==> src/rtl/distributor14.sv <==
// Registered 1-to-4 data distributor with manual select and round-robin mode.
// Ports: iClk/iRst clock and sync reset; iD/iValid data in; iS1:iS0 manual
// select; iAuto mode; oC0..oC3 channel registers; oV write strobes;
// oSel next target; oFrame pulse after the 4th round-robin write.
module distributor14 (
  input  logic       iClk,
  input  logic       iRst,
  input  logic [3:0] iD,
  input  logic       iValid,
  input  logic       iS0,
  input  logic       iS1,
  input  logic       iAuto,
  output logic [3:0] oC0,
  output logic [3:0] oC1,
  output logic [3:0] oC2,
  output logic [3:0] oC3,
  output logic [3:0] oV,
  output logic [1:0] oSel,
  output logic       oFrame
);

  logic [1:0] ptr;
  logic [1:0] tgt;

  // Mode is taken from the same edge as the write it steers.
  assign tgt  = iAuto ? ptr : {iS1, iS0};
  assign oSel = tgt;

  always_ff @(posedge iClk) begin
    if (iRst) begin
      oC0    <= '0;
      oC1    <= '0;
      oC2    <= '0;
      oC3    <= '0;
      oV     <= '0;
      oFrame <= 1'b0;
      ptr    <= '0;
    end else begin
      oV     <= '0;
      oFrame <= 1'b0;
      // Manual mode parks the pointer so auto always starts at channel 0.
      if (!iAuto) ptr <= '0;
      if (iValid) begin
        oV <= 4'b0001 << tgt;
        unique case (tgt)
          2'd0: oC0 <= iD;
          2'd1: oC1 <= iD;
          2'd2: oC2 <= iD;
          2'd3: oC3 <= iD;
          default: ;
        endcase
        if (iAuto) begin
          ptr    <= ptr + 2'd1;
          oFrame <= (ptr == 2'd3);
        end
      end
    end
  end

endmodule

==> config.mk <==
export PLATFORM = sky130hd
export DESIGN_NAME = distributor14
export DESIGN_NICKNAME = d
export VERILOG_FILES = /design/src/rtl/distributor14.sv
export SDC_FILE = /design/constraint.sdc
export NUM_CORES = 1
export LEC_CHECK = 0
export ABC_AREA = 1
export CELL_PAD_IN_SITES_DETAIL_PLACEMENT = 1
export CELL_PAD_IN_SITES_GLOBAL_PLACEMENT = 2
export CORE_ASPECT_RATIO = 0.5
export CORE_MARGIN = 2
export CORE_UTILIZATION = 24
export DETAILED_ROUTE_END_ITERATION = 12
export PLACE_DENSITY = 0.85
export SLEW_MARGIN = 20
export SYNTH_ARGS = -nofsm -noshare
export SYNTH_HDL_FRONTEND = slang
export SYNTH_SLANG_ARGS = --single-unit
export TNS_END_PERCENT = 30
==> constraint.sdc <==
create_clock -name iClk -period 1.3 [get_ports iClk]
set_clock_uncertainty 0.2 [all_clocks]
set_input_delay 0.26 -clock iClk [delete_from_list [all_inputs] [get_ports iClk]]
set_output_delay 0.26 -clock iClk [all_outputs]
set_load 0.05 [all_outputs]
---- Yosys cells after proc, flatten, opt, wreduce, memory -nomap -nowiden ----
Index checks and enable logic that the tools add are counted.
storage, ports and cells
  register bits ........................... 23
  output and inout port bits .............. 23
  logic and storage cells ................. 26
cells by class
  add/subtract/negate cells ............... 1
  equal/unequal tests ..................... 4
  shift operators ......................... 1
  multiplexer cells ....................... 4
  bitwise gates (word level) .............. 2
  reduce and logical (&&, ||, !) cells .... 7
operators with widths
  operator               count
  $mux W2                4
  $reduce_and A2 Y1      4
  $eq A2 B2 Y1 const B   3
  $shl A1 B2 Y4 const A  1
  $reduce_or A3 Y1       1
  $add A2 B1 Y2 const B  1
  $eq A2 B1 Y1 const B   1
  $logic_not A2 Y1       1
  $not A1 Y1             2
  $reduce_or A2 Y1       1

---- Depth between registers and ports, before layout ----
  depth in word-level cells ............... 3
  mapped depth ............................ 7
  gate-level depth less buffers ........... 7

---- Least setup slack after synthesis ----
No wires, ideal clock.
  kind .................................... reg2reg
  start point ............................. register ptr[0]
  end point ............................... register oC1[0]
  setup time .............................. 0.064 ns
  data arrival time ....................... 1.032 ns
  setup slack ............................. 0.004 ns
  stages on the path, launching flop included .. 7
  path buffers ............................ 0
  clock period less this slack ............ 1.296 ns
  cells stage by stage .................... dfxtp_1 nand2_2 nand2_4 nand2_4 nor2_4 nor2_1 nor2_1
on the way
  cells in the longest elaborated chain, start to end .. 3
RTL lines
  what                         line  source
  start, declared              22    logic [1:0] ptr;
  start signal, assigned       53    ptr <= ptr + 2'd1;
  $mux W2                      26    assign tgt = iAuto ? ptr : {iS1, iS0};
  via oSel[0]                  18    output logic [1:0] oSel,
  $eq A2 B1 Y1                 45    unique case (tgt)
  $reduce_and A2 Y1 (no line)  n/a
  end signal, assigned         47    2'd1: oC1 <= iD;
  end, declared                14    output logic [3:0] oC1,
The timed path passes the listed nets, and every way through them passes these cells.
A chain may end at the register's enable or synchronous reset.

---- Worst setup path in the final report ----
  start point ............................. register ptr[1]
  end point ............................... output port oSel[1]
on the way
  cells in the longest elaborated chain, start to end .. 1
RTL lines
  what           line
  $mux W2        26
  end, declared  18
Every way passes these cells.

==> results.yml <==
drt:
  vias_per_cell: 4.31
  drt-wirelength-per-cell_um: 12.9
  postRouteAntennaNets: 0
  drtIter0Drc: 19
  drc: 0
  routed_wl_um: 3000
  firstDrtPassIters: 4
  dr_total_vias: 1005
clock_tree:
  cts_buffers: 3
  clk_pin_slew_ns: 0.08
  cts_buffer_depth: 2
  cts_tree: "yes"
  cts.sinks: 23
  ctsHoldBuffers: 0
  root_buffer: "clkbuf_8"
  h-tree-depth: 1
  clk_latency_ns: 0.27
synthesis:
  synth_top_area_share_pct: 46.8
  synth_area_leaders: "dfxtp_1 (47%), nor2_1 (14%), nand2_1 (9.1%)"
  ys_ff_latch: 23
  syn_inst: 128
  yosysSeqAreaShare_pct: 46.8
  synth_edf_count: 0
  syn-mean-instance-area_um2: 7.69
  ys.flop_type: "dfxtp_1"
  synth_top_cell_by_area: "dfxtp_1"
  async_flop_share_pct: 0
  synth_nets: 139
  synth_cell_types: 20
  synth_most_common_cell: "nor2_1"
  ys_top_cells_by_count: "nor2_1 (36), nand2_1 (24), dfxtp_1 (23), nand4_1 (12), inv_1 (6)"
  ys_warn_count: 0
  netlist_area_um2: 985
global_route:
  grt_pass1_wl_um: 4820
  grt.overflow.total: 0
  grt_pass1_vias: 1019
  grt_max_degree: 17
  grt_usage_pct: 13.6
  antenna_found_initial: 0
outcome:
  outcome: "finished, violations left"
  violations: "negative setup slack"
worst_hold_path:
  hp-start: "iAuto"
  hold_class: "input port to flip-flop"
  worstHoldEndpoint: "ptr[0]"
  hold_depth: 4
timing:
  drv_slew: 0
  tns_ns: -0.170
  fin_crit_ns: 1.38
  max_freq_ghz: 0.725
  finalSetupViolCount: 3
  hold_viol_final: 0
  worstMarginPinSlew_ns: 0.237
  setup_slack_ns: -0.0795
  max_slew_margin_pct: 84.2
  timing.hold.ws_ns: 0.297
  rsz0062_at_grt: "yes"
  fin_crit_sh_pct: 106
critical_path:
  cpMostUsedCell: "nand2_4"
  slowest_stage: "dfxtp_2"
  path_class: "flip-flop to output port"
  reg2reg_depth: 7
  worst_path_largest_cell_delay_ns: 0.36
  path_max_fanout: 3
  cp-start-kind: "flip-flop"
  arrival_ns: 0.92
  critPathRequiredTime_ns: 0.84
  end_kind: "output port"
  crit-reg2reg-launch: "ptr[1]"
  reg2reg_to: "oC1[0]"
  r2r_slack_ns: -0.01
  path_cells: "nand2_4, nand2_4, buf_12"
finish:
  final_nets: 191
  fillerInstances: 464
  insertedDiodeCount: 0
  area_growth_pct: 88.8
  final_cells: 233
  finalCoreUtilization_pct: 47.4
  drive_gt1_share_pct: 41.9
pwr:
  sequentialPowerShare_pct: 44.1
  power_density_nw_per_um2: 944
  swShare_pct: 31.3
  p_leak_nw: 0.814
  p_clk_share_pct: 25.9
  p_int_w: 0.00121
  irDropWorstVdd_mv: 0.331
  p_sw_w: 0.000549
  combPwrFrac_pct: 30.0
placed_design:
  place_congestion: 0.730
  pre_cts_slack_ns: -0.577
  io_buffers: 32
  hpwlAfterDp_um: 2130
  dp_cells: 220
floorplan:
  std_cell_rows: 16
  core_area_um2: 3920
  start_util_pct: 25.1
  die_x_um: 94.6
  io_pins: 33
  die_area_um2: 4660
  die_h_um: 49.3
flow_run:
  max_cap_viol_count: 0
[cell type report]
class / count / area [um2] / area share [%]
clock buffers: 4 / 45.0 / 2.42
well taps: 54 / 67.6 / 3.63
multi-input cells: 92 / 514 / 27.7
inverters: 9 / 33.8 / 1.82
flip-flops and latches: 23 / 472 / 25.4
repair buffers: 51 / 727 / 39.1
[sequential cells by signal, summed over array words and instances (netlist names)]
name    flops
oC0         4
oC1         4
oC2         4
oC3         4
oV          4
ptr         2
oFrame      1
[stage by stage]
step | total power, W | area [um2]
finish | 0.00175 | 1860
global route | 0.00184 | 1860
CTS | 0.00173 | 1760
detailed placement | 0.00126 | 1670
global placement | 0.00125 | 1670
floorplan | 0.00102 | 985
[cell families (layout without fill, tap and decap cells)]
logic type,after synthesis,in the layout,share of synthesized area [%]
compound gates,1,1,0.508
xor+xnor,1,1,0.890
fa+ha+maj,1,1,1.27
buf+inv,13,64,5.97
flops,23,23,46.8
mux,1,1,1.02
simple gates,88,88,43.6
[worst max-delay path by stage]
stage,startpoint,end,cells past startpoint
3_5_place_dp,iAuto,oC0[1],8
6_report,ptr[1],oSel[1],3
5_1_grt,ptr[1],oSel[1],3
3_3_place_gp,iAuto,oC0[2],8
4_1_cts,ptr[1],oSel[1],3
2_1_floorplan,ptr[0],oC1[0],6
[power groups by stage]
stage	combinational (W)	sequential [W]	clock (W)
2_1_floorplan	0.000144	0.000874	0
3_5_place_dp	0.000477	0.000787	0
3_3_place_gp	0.000470	0.000785	0
4_1_cts	0.000493	0.000771	0.000463
6_report	0.000526	0.000773	0.000455
5_1_grt	0.000558	0.000777	0.000506
[routing by layer]
metal / track usage (%) / part of all wire (%) / up-vias
met1: 17.6 / 43 / 471
met4: 4.83 / 1.5 / 0
met5: 0 / 0 / -
met2: 21.8 / 52 / 21
met3: 3.86 / 4.1 / 5
li1: - / - / 508
[worst max-delay path: cells and delay by family, from the launching register on]
kind	cells	cell delay, ns
buffers and inverters	1	0.14
DFF	1	0.36
and+or+nand+nor	2	0.15
[cell usage in the layout, fill, tap and decap left out, types with 3 or more instances in the layout]
cell,synthesis,final
buf_12,0,24
buf_4,0,11
buf_6,1,6
clkbuf_8,0,3
clkdlybuf4s50_1,0,5
dfxtp_1,23,14
dfxtp_2,0,9
dlygate4sd2_1,0,3
inv_1,6,6
nand2_1,24,23
nand2_4,2,5
nand4_1,12,12
nor2_1,36,34
nor2_4,4,5
[repair_timing]
action                                  4_1_cts  5_1_grt
gates resized for setup                      13       23
endpoints found under the setup margin       22       28
pin swaps                                     6       10
buffers inserted                              5        4
No activity file was read; power rests on OpenSTA's default activity.
